--- config.mk ---
export PLATFORM = sky130hd
export DESIGN_NAME = dcache_direct_flat
export DESIGN_NICKNAME = d
export VERILOG_FILES = /design/src/rtl/types_pkg.sv /design/src/rtl/dcache_direct_if.sv /design/src/rtl/dcache_line_store.sv /design/src/rtl/dcache_direct.sv /design/src/flat_wrapper.sv
export SDC_FILE = /design/constraint.sdc
export NUM_CORES = 2
export LEC_CHECK = 0
export CAP_MARGIN = 20
export CORE_UTILIZATION = 62
export DETAILED_ROUTE_END_ITERATION = 12
export PLACE_DENSITY = 0.78
export RECOVER_POWER = 50
export SLEW_MARGIN = 20
export SYNTH_ARGS = -nofsm -noshare
export SYNTH_HDL_FRONTEND = slang
export SYNTH_SLANG_ARGS = --single-unit
--- constraint.sdc ---
create_clock -name clk -period 4.82 [get_ports clk]
set_input_delay 0.723 -clock clk [delete_from_list [all_inputs] [get_ports clk]]
set_output_delay 0.723 -clock clk [all_outputs]
set_load 0.05 [all_outputs]
--- src/rtl/types_pkg.sv ---
// Shared types for the direct-mapped data cache: FSM states, address width
// and the 32-bit data bus type.
package types_pkg;

   localparam int DCACHE_ADDR_W = 32;

   typedef logic [31:0] DATA_BUS;

   typedef enum logic [1:0] {
      IDLE,
      REFILL,
      WRITE
   } dcache_state;

endpackage

--- src/rtl/dcache_direct_if.sv ---
// Pipeline-side and backing-memory-side signals of dcache_direct.
// The slave modport is the cache itself; master is its environment.
interface dcache_direct_if;
   import types_pkg::*;

   logic                     cpu_re;
   logic                     cpu_we;
   logic [DCACHE_ADDR_W-1:0] cpu_addr;
   DATA_BUS                  cpu_wdata;
   logic [3:0]               cpu_be;
   DATA_BUS                  cpu_rdata;
   logic                     stall;

   logic                     mem_req;
   logic                     mem_we;
   logic [DCACHE_ADDR_W-1:0] mem_addr;
   DATA_BUS                  mem_wdata;
   logic [3:0]               mem_be;
   logic                     mem_ack;
   DATA_BUS                  mem_rdata;

   modport slave (
      input  cpu_re, cpu_we, cpu_addr, cpu_wdata, cpu_be,
      output cpu_rdata, stall,
      output mem_req, mem_we, mem_addr, mem_wdata, mem_be,
      input  mem_ack, mem_rdata
   );

   modport master (
      output cpu_re, cpu_we, cpu_addr, cpu_wdata, cpu_be,
      input  cpu_rdata, stall,
      input  mem_req, mem_we, mem_addr, mem_wdata, mem_be,
      output mem_ack, mem_rdata
   );

endinterface

--- src/rtl/dcache_line_store.sv ---
// Valid/tag/data arrays of the direct-mapped cache: one combinational read
// port, a byte-enabled word write port and a tag/valid set port.
module dcache_line_store
   import types_pkg::*;
#(
   parameter  int SETS           = 16,
   parameter  int WORDS_PER_LINE = 4,
   parameter  int TAG_W          = 24,
   localparam int IDX_W          = $clog2(SETS),
   localparam int OFF_W          = $clog2(WORDS_PER_LINE)
) (
   input  logic             clk,
   input  logic             rst,
   input  logic [IDX_W-1:0] rd_index,
   input  logic [OFF_W-1:0] rd_offset,
   output DATA_BUS          rd_data,
   output logic [TAG_W-1:0] rd_tag,
   output logic             rd_valid,
   input  logic             wr_en,
   input  logic [IDX_W-1:0] wr_index,
   input  logic [OFF_W-1:0] wr_offset,
   input  DATA_BUS          wr_data,
   input  logic [3:0]       wr_be,
   input  logic             set_en,
   input  logic [IDX_W-1:0] set_index,
   input  logic [TAG_W-1:0] set_tag,
   input  logic             set_valid
);

   logic [SETS-1:0]  valid;
   logic [TAG_W-1:0] tags  [SETS];
   DATA_BUS          words [SETS*WORDS_PER_LINE];

   // NOTE: sequential state uses non-blocking assignments so every flop samples pre-edge values.
   always_ff @(posedge clk or negedge rst) begin
      if (!rst) valid <= '0;
      else if (set_en) valid[set_index] <= set_valid;
   end

   // NOTE: tag and data arrays have no reset; a line is only trusted through its valid bit.
   always_ff @(posedge clk) begin
      if (set_en) tags[set_index] <= set_tag;
      if (wr_en) begin
         for (int b = 0; b < 4; b++) begin
            if (wr_be[b]) words[{wr_index, wr_offset}][8*b +: 8] <= wr_data[8*b +: 8];
         end
      end
   end

   assign rd_data  = words[{rd_index, rd_offset}];
   assign rd_tag   = tags[rd_index];
   assign rd_valid = valid[rd_index];

endmodule

--- src/rtl/dcache_direct.sv ---
// Direct-mapped, write-through, no-write-allocate data cache.
// Define DCACHE_STATS_EN to add hit/miss/write counter output ports.
module dcache_direct
   import types_pkg::*;
#(
   parameter int SETS           = 16,
   parameter int WORDS_PER_LINE = 4
) (
   input  logic             clk,
   input  logic             rst,
   dcache_direct_if.slave   bus
`ifdef DCACHE_STATS_EN
   ,
   output logic [31:0]      hit_count,
   output logic [31:0]      miss_count,
   output logic [31:0]      wr_count
`endif
);

   localparam int OFF_W = $clog2(WORDS_PER_LINE);
   localparam int IDX_W = $clog2(SETS);
   localparam int TAG_W = DCACHE_ADDR_W - 2 - OFF_W - IDX_W;
   localparam logic [OFF_W-1:0] LAST_BEAT = OFF_W'(WORDS_PER_LINE - 1);

   dcache_state state, next_state;

   logic [OFF_W-1:0]         beat;
   logic [TAG_W-1:0]         miss_tag;
   logic [IDX_W-1:0]         miss_index;
   logic [DCACHE_ADDR_W-1:0] wr_addr;
   DATA_BUS                  wr_data_q;
   logic [3:0]               wr_be_q;

   logic [OFF_W-1:0] cpu_offset;
   logic [IDX_W-1:0] cpu_index;
   logic [TAG_W-1:0] cpu_tag;
   DATA_BUS          line_data;
   logic [TAG_W-1:0] line_tag;
   logic             line_valid;
   logic             hit;
   logic             refill_last;

   logic             wr_en;
   logic [IDX_W-1:0] wr_index;
   logic [OFF_W-1:0] wr_offset;
   DATA_BUS          wr_data;
   logic [3:0]       wr_be;
   logic             set_en;
   logic [IDX_W-1:0] set_index;
   logic [TAG_W-1:0] set_tag;
   logic             set_valid;

   assign cpu_offset  = bus.cpu_addr[2 +: OFF_W];
   assign cpu_index   = bus.cpu_addr[2 + OFF_W +: IDX_W];
   assign cpu_tag     = bus.cpu_addr[DCACHE_ADDR_W-1 -: TAG_W];
   assign hit         = line_valid && (line_tag == cpu_tag);
   assign refill_last = (state == REFILL) && bus.mem_ack && (beat == LAST_BEAT);

   dcache_line_store #(
      .SETS           (SETS),
      .WORDS_PER_LINE (WORDS_PER_LINE),
      .TAG_W          (TAG_W)
   ) u_store (
      .clk       (clk),
      .rst       (rst),
      .rd_index  (cpu_index),
      .rd_offset (cpu_offset),
      .rd_data   (line_data),
      .rd_tag    (line_tag),
      .rd_valid  (line_valid),
      .wr_en     (wr_en),
      .wr_index  (wr_index),
      .wr_offset (wr_offset),
      .wr_data   (wr_data),
      .wr_be     (wr_be),
      .set_en    (set_en),
      .set_index (set_index),
      .set_tag   (set_tag),
      .set_valid (set_valid)
   );

   always_ff @(posedge clk or negedge rst) begin
      if (!rst) state <= IDLE;
      else      state <= next_state;
   end

   // NOTE: combinational logic uses blocking assignments with every output defaulted first, so no latch is inferred.
   always_comb begin
      next_state    = state;
      bus.stall     = 1'b0;
      bus.cpu_rdata = '0;
      bus.mem_req   = 1'b0;
      bus.mem_we    = 1'b0;
      bus.mem_addr  = '0;
      bus.mem_wdata = '0;
      bus.mem_be    = '0;
      wr_en         = 1'b0;
      wr_index      = cpu_index;
      wr_offset     = cpu_offset;
      wr_data       = bus.cpu_wdata;
      wr_be         = bus.cpu_be;
      set_en        = 1'b0;
      set_index     = cpu_index;
      set_tag       = cpu_tag;
      set_valid     = 1'b0;

      case (state)
         IDLE: begin
            if (bus.cpu_we) begin
               bus.stall  = 1'b1;
               next_state = WRITE;
               wr_en      = hit;
            end else if (bus.cpu_re) begin
               if (hit) begin
                  bus.cpu_rdata = line_data;
               end else begin
                  // The victim is invalidated up front so an aborted refill never looks valid.
                  bus.stall  = 1'b1;
                  next_state = REFILL;
                  set_en     = 1'b1;
               end
            end
         end
         REFILL: begin
            bus.stall    = 1'b1;
            bus.mem_req  = 1'b1;
            bus.mem_addr = {miss_tag, miss_index, beat, 2'b00};
            bus.mem_be   = 4'hF;
            wr_index     = miss_index;
            wr_offset    = beat;
            wr_data      = bus.mem_rdata;
            wr_be        = 4'hF;
            set_index    = miss_index;
            set_tag      = miss_tag;
            if (bus.mem_ack) begin
               wr_en = 1'b1;
               if (refill_last) begin
                  set_en     = 1'b1;
                  set_valid  = 1'b1;
                  next_state = IDLE;
               end
            end
         end
         WRITE: begin
            bus.stall     = 1'b1;
            bus.mem_req   = 1'b1;
            bus.mem_we    = 1'b1;
            bus.mem_addr  = wr_addr;
            bus.mem_wdata = wr_data_q;
            bus.mem_be    = wr_be_q;
            if (bus.mem_ack) next_state = IDLE;
         end
         default: next_state = IDLE;
      endcase
   end

   always_ff @(posedge clk or negedge rst) begin
      if (!rst) begin
         beat       <= '0;
         miss_tag   <= '0;
         miss_index <= '0;
         wr_addr    <= '0;
         wr_data_q  <= '0;
         wr_be_q    <= '0;
      end else begin
         case (state)
            IDLE: begin
               if (bus.cpu_we) begin
                  wr_addr   <= bus.cpu_addr & 32'hFFFF_FFFC;
                  wr_data_q <= bus.cpu_wdata;
                  wr_be_q   <= bus.cpu_be;
               end else if (bus.cpu_re && !hit) begin
                  miss_tag   <= cpu_tag;
                  miss_index <= cpu_index;
                  beat       <= '0;
               end
            end
            REFILL: if (bus.mem_ack) beat <= beat + 1'b1;
            default: ;
         endcase
      end
   end

`ifdef DCACHE_STATS_EN
   // The load held through a refill hits on the next cycle; that hit is not a new access.
   logic refill_done;

   always_ff @(posedge clk or negedge rst) begin
      if (!rst) begin
         refill_done <= 1'b0;
         hit_count   <= '0;
         miss_count  <= '0;
         wr_count    <= '0;
      end else begin
         refill_done <= refill_last;
         if (state == IDLE && !bus.cpu_we && bus.cpu_re && hit && !refill_done)
            hit_count <= hit_count + 32'd1;
         if (refill_last)
            miss_count <= miss_count + 32'd1;
         if (state == WRITE && bus.mem_ack)
            wr_count <= wr_count + 32'd1;
      end
   end
`endif

endmodule

--- src/flat_wrapper.sv ---
// flat-port wrapper written by rule: the top's interface ports become plain ports
module dcache_direct_flat import types_pkg::*;
#(
   parameter int SETS           = 16,
   parameter int WORDS_PER_LINE = 4
)
  (clk, rst, bus_cpu_re, bus_cpu_we, bus_cpu_addr, bus_cpu_wdata, bus_cpu_be, bus_cpu_rdata, bus_stall, bus_mem_req, bus_mem_we, bus_mem_addr, bus_mem_wdata, bus_mem_be, bus_mem_ack, bus_mem_rdata);
  dcache_direct_if bus_i ();
  input  logic clk;
  input  logic rst;
  input wire logic [$bits(bus_i.cpu_re)-1:0] bus_cpu_re;
  input wire logic [$bits(bus_i.cpu_we)-1:0] bus_cpu_we;
  input wire logic [$bits(bus_i.cpu_addr)-1:0] bus_cpu_addr;
  input wire logic [$bits(bus_i.cpu_wdata)-1:0] bus_cpu_wdata;
  input wire logic [$bits(bus_i.cpu_be)-1:0] bus_cpu_be;
  output wire logic [$bits(bus_i.cpu_rdata)-1:0] bus_cpu_rdata;
  output wire logic [$bits(bus_i.stall)-1:0] bus_stall;
  output wire logic [$bits(bus_i.mem_req)-1:0] bus_mem_req;
  output wire logic [$bits(bus_i.mem_we)-1:0] bus_mem_we;
  output wire logic [$bits(bus_i.mem_addr)-1:0] bus_mem_addr;
  output wire logic [$bits(bus_i.mem_wdata)-1:0] bus_mem_wdata;
  output wire logic [$bits(bus_i.mem_be)-1:0] bus_mem_be;
  input wire logic [$bits(bus_i.mem_ack)-1:0] bus_mem_ack;
  input wire logic [$bits(bus_i.mem_rdata)-1:0] bus_mem_rdata;
  assign bus_i.cpu_re = bus_cpu_re;
  assign bus_i.cpu_we = bus_cpu_we;
  assign bus_i.cpu_addr = bus_cpu_addr;
  assign bus_i.cpu_wdata = bus_cpu_wdata;
  assign bus_i.cpu_be = bus_cpu_be;
  assign bus_cpu_rdata = bus_i.cpu_rdata;
  assign bus_stall = bus_i.stall;
  assign bus_mem_req = bus_i.mem_req;
  assign bus_mem_we = bus_i.mem_we;
  assign bus_mem_addr = bus_i.mem_addr;
  assign bus_mem_wdata = bus_i.mem_wdata;
  assign bus_mem_be = bus_i.mem_be;
  assign bus_i.mem_ack = bus_mem_ack;
  assign bus_i.mem_rdata = bus_mem_rdata;
  dcache_direct #(.SETS(SETS), .WORDS_PER_LINE(WORDS_PER_LINE)) u_core (.clk(clk), .rst(rst), .bus(bus_i));
endmodule
After elaboration in Yosys (flattened, before gate mapping)
Memory sizes are Yosys's and may differ from the RTL's. Index checks and enable logic that the tools add are counted. Widths: inputs -> output; s select.

Bits in registers: 114. RAM bits: 2432. Bits of input ports: 105. Output and inout port bits: 103. Memories: 2.

Add/sub/neg operators: 1. $lt $le $gt $ge: 3. Equal/unequal tests: 11. Mux-type cells: 56. Bitwise gates (word level): 1. Reductions and logical operators: 13.

Memory list: u_core.u_store.words (words 64, bits a word 32, read ports 1, clocked after memory_dff 0, wr ports 1, RTL line dcache_line_store.sv:32) `DATA_BUS words [SETS*WORDS_PER_LINE];`; u_core.u_store.tags (words 16, bits a word 24, read ports 1, clocked after memory_dff 0, wr ports 1, RTL line dcache_line_store.sv:31) `logic [TAG_W-1:0] tags [SETS];`.

Operators with widths (count): $mux 32 (6); $pmux 32 s2 (1); $mux 1 (27); $eq 24x24->1 (1); $mux 24 (1); $mux 2 (10); $bwmux 16 (1); $lt 4x5->1 const B (2); $mux 4 (2); $pmux 4 s2 (1); $ne 2x2->1 const B (3); $ne 3x3->1 const B (2); $pmux 1 s2 (3); $pmux 2 s3 (1); $logic_and 1x1->1 (5); $reduce_and 5->1 (1); $bmux 1 s4 (1); $demux 1 s4 (1); $eq 2x2->1 const B (2); $ge 4x1->1 const B (1); $ne 2x1->1 const B (2); $pmux 2 s2 (1); $reduce_and 4->1 (1); $reduce_and 3->1 (1); other kinds (8) (8).

Depth between registers and ports, before layout
Word-level depth: 9. Depth in mapped cells: 14.

Hierarchy
A second synthesis with hierarchy kept.

Cells, all modules: 4955. Area, all modules: 100266.2 µm².

By module, submodules not included: dcache_line_store (times used 1, cells an instance 4358, area each 94426.8 µm², sequential area each 73430.4 µm²); dcache_direct (times used 1, cells an instance 597, area each 5839.4 µm², sequential area each 2452.4 µm²).

Least setup slack after synthesis
OpenSTA, ideal clock, no wires.

Path type: input to output. Start point: input bus_cpu_addr[6]. End point: output bus_cpu_rdata[10]. Data arrival time: 4.154 ns. Setup slack: -0.057 ns. Stages on the path: 12. Path buffers: 4. Path through: buf_2 buf_6 buf_6 mux2i_1 a221oi_1 mux2_2 a221oi_1 o2111ai_2 nor3_4 nand4b_1 buf_2 nor2b_1.

Word-level cells in the longest chain between the ends: 7. Elaborated cells on any way between the ends: 10.

RTL lines: from (decl) (RTL line flat_wrapper.sv:13) `input wire logic [$bits(bus_i.cpu_addr)-1:0] bus_cpu_addr;`; $mem_v2 16x24 / $bmux 1 s4 (equally long branches); $eq 24x24->1 / $mux 1 (equally long branches) (RTL line dcache_direct.sv:56, dcache_line_store.sv:52); $logic_and 1x1->1 (RTL line dcache_direct.sv:56) `assign hit = line_valid && (line_tag == cpu_tag);`; $mux 32 * (RTL line dcache_direct.sv:114) `if (hit) begin`; $mux 32 * (RTL line dcache_direct.sv:113) `end else if (bus.cpu_re) begin`; $mux 32 * (RTL line dcache_direct.sv:109) `if (bus.cpu_we) begin`; $mux 32 * (RTL line dcache_direct.sv:107) `case (state)`; to (decl) (RTL line flat_wrapper.sv:16) `output wire logic [$bits(bus_i.cpu_rdata)-1:0] bus_cpu_rdata;`.

Every way passes the cells marked *; elsewhere a longest branch is shown, timed or not. The select of a mux whose other input is x is not followed.

Worst setup path after layout
Start point: memory u_core.u_store.tags[15][13]. End point: output bus_cpu_rdata[30].

Word-level cells in the longest chain between the ends: 7.

RTL lines (RTL line): from (decl) (dcache_line_store.sv:31); $mem_v2 16x24; $eq 24x24->1 (dcache_direct.sv:56); $logic_and 1x1->1 (dcache_direct.sv:56); $mux 32 (dcache_direct.sv:114); $mux 32 (dcache_direct.sv:113); $mux 32 (dcache_direct.sv:109); $mux 32 (dcache_direct.sv:107).

Every way passes these cells.

==> results.toml <==
[worst_setup_path]
crit-reg2reg-launch = "u_core.state[1]"
path_cells = "mux4_2 -> mux4_2 -> xnor2_2 -> nand3_2 -> a21o_4 -> nor3_4 -> nand4b_1 -> buf_4 -> buf_6 -> nor2b_1 -> buf_12"
critPathKind = "reg -> out"
crit_top_cell = "mux4_2"
worstReg2RegEnd = "u_core.u_store.words[25][14]"
critPathSlowestCell = "mux4_2"
cp-end-kind = "output port"
start_kind = "flop"
cp_max_fo = 8
crit_required_ns = 4.10
r2r_cells = 6
cp.arrival_ns = 4.19
r2r_slack_ns = 0.32
cpPeakStageDelay_ns = 0.58

[clock_tree]
cts_made_buffers = 236
htreeDepth = 4
clkSinkCount = 2546
clkTransAtPathRegs_ns = 0.06
cts_tree = "done"
clock_latency_ns = 0.89
ctsLongestPathBuffers = 3
cts-root-buf = "clkbuf_16"

[yosys]
syn_avg_cell_area_um2 = 21.38
yosys_register_bits = 2546
synthCells = 4713
synth_ff_type = "edfxtp_1"
synth_common_cells = "2432 x edfxtp_1, 749 x mux4_2, 308 x nor2_1, 287 x nand2_1, 156 x clkbuf_1"
synth-xor-area-share_pct = 0.2260
synth_edf_count = 2432
syn_area_mm2 = 0.1008
yosys.area.top_type = "edfxtp_1"
synthAdderAreaFrac_pct = 0.06209
async_reset_ff_share_pct = 4.478
yosys-top-cells-area = "edfxtp_1 72%, mux4_2 17%, dfrtp_1 2.8%"
synth_top_family_by_area = "multiplexers"
synthMuxAreaShare_pct = 18.50
ys_seq_area_share_pct = 75.32
yosysMostFrequentCell = "edfxtp_1"
ys_types = 64
synth_compound_area_share_pct = 1.421
ys.warnings.count = 0
netlist.area_leader.share_pct = 72.49
synth-simple-area-share_pct = 2.938

[die]
dieHeight_um = 405.1
die-area_mm2 = 0.1641
coreArea_mm2 = 0.1609
initial_core_util_pct = 62.60
rows = 147
die_w_um = 405.1
ios = 208

[grt]
grt_pass1_vias = 53100
grt_usage_pct = 33.23
grt-ovfl-total = 0
grt_max_degree = 96
antenna_found_initial = 19
grt_pass1_wl_mm = 380.9

[final_layout]
final_layout_size_suffix_gt1_share_pct = 30.19
fin_nets = 5523
stdcell_count = 7793
fillers = 8724
area_growth_pct = 15.92
finalInstanceArea_mm2 = 0.1168

[timing]
relSlewSlack_pct = -77.43
setup_violations = 12
timing.final.crit_share_pct = 102.0
fmax_ghz = 0.2033
post-route-min-period_ns = 4.918
finClkSkew_ns = 0.05885
hold_viol = 0
final.setup.worst_slack_ns = -0.09798
slew_violations = 611
tightest_slew_ns = 2.661
fin_tns_setup_ns = -0.9192
rsz0062_at_grt = "true"

[drt]
dr.pass1.iters = 12
post_drt_wl_per_cell_um = 34.57
vias_per_cell = 6.851
routed_wl_mm = 269.4
drtAntennaViolNets = 0
drc = 0
dr.first_iter.drc_count = 7640
vias = 53390

[hold_path]
whs_path_depth = 3
min-delay-start = "bus_cpu_wdata[6]"
min_path_type = "in -> reg"
holdPathEnd = "u_core.wr_data_q[6]"

[placed_design]
dpl.hpwl_mm = 159.2
port_buffers = 203
dp.cells = 7327
placed_cell_area_mm2 = 0.1092
routabilityCongestion = 0.8635

[power]
pwr_density_cell_mw_per_mm2 = 441.4
internal_power_mw = 38.20
switching_share_pct = 25.91
power_frac_clock_pct = 34.6
p_seq_share_pct = 51.4
switchingPower_mw = 13.35
p_leak_nw = 38.11
vdd_drop_max_v = 0.0004690
pwr-share-comb_pct = 14.0

[run]
cap_violations = 13

[run_status]
violations = "max-capacitance violations, max-slew violations, negative setup slack"
status = "finished, violations left"
==> routing by layer <==
layer	vias up	wire length, um	share of wire [%]	track usage [%]
li1	20760	-	-	-
met1	27720	93220	35	45.31
met2	4174	129100	48	51.73
met3	709	32720	12	7.881
met4	26	14110	5.2	15.22
met5	-	230	0.085	0.7136
==> through the flow <==
stage	setup slack [ns]	utilization [%]	power [mW]	hold WS, ns
after global routing	-0.1987	72.54	52.77	0.4138
after global placement	-0.3285	67.84	33.63	0.4499
after detailed placement	-0.3642	67.86	33.95	0.4549
final	-0.09798	72.57	51.55	0.4074
after floorplan	-0.05728	-	30.95	0.4274
after CTS	-0.06521	72.50	51.52	0.3230
==> worst max path at each step <==
stage	startpoint	endpoint	slack, ns
floorplan	bus_cpu_addr[6]	bus_cpu_rdata[10]	-0.06
global placement	bus_cpu_addr[4]	u_core.u_store.words[28][27]	-0.33
detailed placement	bus_cpu_addr[6]	u_core.u_store.words[16][4]	-0.36
CTS	u_core.u_store.tags[11][1]	bus_cpu_rdata[22]	-0.07
global route	u_core.u_store.tags[15][13]	bus_cpu_rdata[29]	-0.20
finish	u_core.u_store.tags[15][13]	bus_cpu_rdata[30]	-0.1
==> logic make-up (layout without fill, tap and decap cells) <==
family / count (synthesis) / count (layout)
multiplexers: 906 / 906
AO/OA/AOI/OAI: 206 / 206
AND/OR/NAND/NOR: 705 / 705
buffers and inverters: 318 / 1218
flip-flops: 2546 / 2546
adder cells (fa/ha/maj): 5 / 5
XOR/XNOR: 26 / 26
other: 1 / 21
==> worst max-delay path: cells and delay by family, from the launching register on <==
kind	cells	cell delay, ns
buf+inv	3	0.65
flops	1	0.38
simple gates	4	0.76
xor+xnor	1	0.21
mux	2	1.07
compound gates	1	0.25
==> sequential cells by signal, summed over array words and instances, names as in the netlist <==
| name | flops |
|---|---|
| u_core.miss_index | 4 |
| u_core.beat | 2 |
| u_core.u_store.valid | 16 |
| u_core.miss_tag | 24 |
| u_core.u_store.words | 2048 |
| u_core.wr_addr | 30 |
| u_core.state | 2 |
| u_core.wr_data_q | 32 |
| u_core.wr_be_q | 4 |
| u_core.u_store.tags | 384 |
==> timing repair <==
item                                   4_1_cts  5_1_grt
setup buffers                                2        3
cloned                                       1        1
setup endpoints to repair                   33       33
gates resized for setup                     34       40
pin swaps                                    3        6
endpoints found under the hold margin       38        0
hold buffers                                 1        0
==> final cells by class <==
type / instances / area, um^2 / share of cell area (%)
flip-flops and latches: 2546 / 75880 / 64.97
multi-input cells: 1850 / 23620 / 20.23
repair buffers: 729 / 7054 / 6.040
clock buffers: 325 / 6384 / 5.466
well taps: 2160 / 2703 / 2.314
clock inverters: 114 / 898.4 / 0.7692
inverters: 50 / 197.7 / 0.1693
diodes: 19 / 47.55 / 0.04071
==> power by group through the flow <==
stage | combinational, mW | clock [mW] | sequential [mW]
floorplan | 4.16 | 0 | 26.8
global placement | 6.79 | 0 | 26.8
detailed placement | 7.06 | 0 | 26.9
finish | 7.24 | 17.8 | 26.5
CTS | 7.17 | 17.9 | 26.4
global route | 7.53 | 18.7 | 26.5
==> cells in the final DEF (no fill, tap or decap), types with 5 or more instances in the layout <==
cell type        count
mux2i_1             79
dfrtp_1            114
mux4_2             749
xnor2_1             24
clkinv_1            53
bufinv_16           11
buf_12              99
and3_1               5
nor2_1             308
clkbuf_8             8
clkbuf_2             5
nand2_1            286
a21boi_0            28
nor2b_4             24
o22ai_1              8
inv_6                7
a22oi_1             24
clkbuf_16          240
a21oi_1             13
diode_2             19
clkdlybuf4s50_1    163
nand2b_1             5
edfxtp_1          2432
nor2b_1             17
clkbuf_1           112
o21ai_0             77
inv_1               47
o21a_1              18
and2_1              37
mux2_1              23
clkinv_2            34
mux2_4              27
buf_4              417
mux2_2              25
Note: power is estimated with default switching activity, not from simulation.
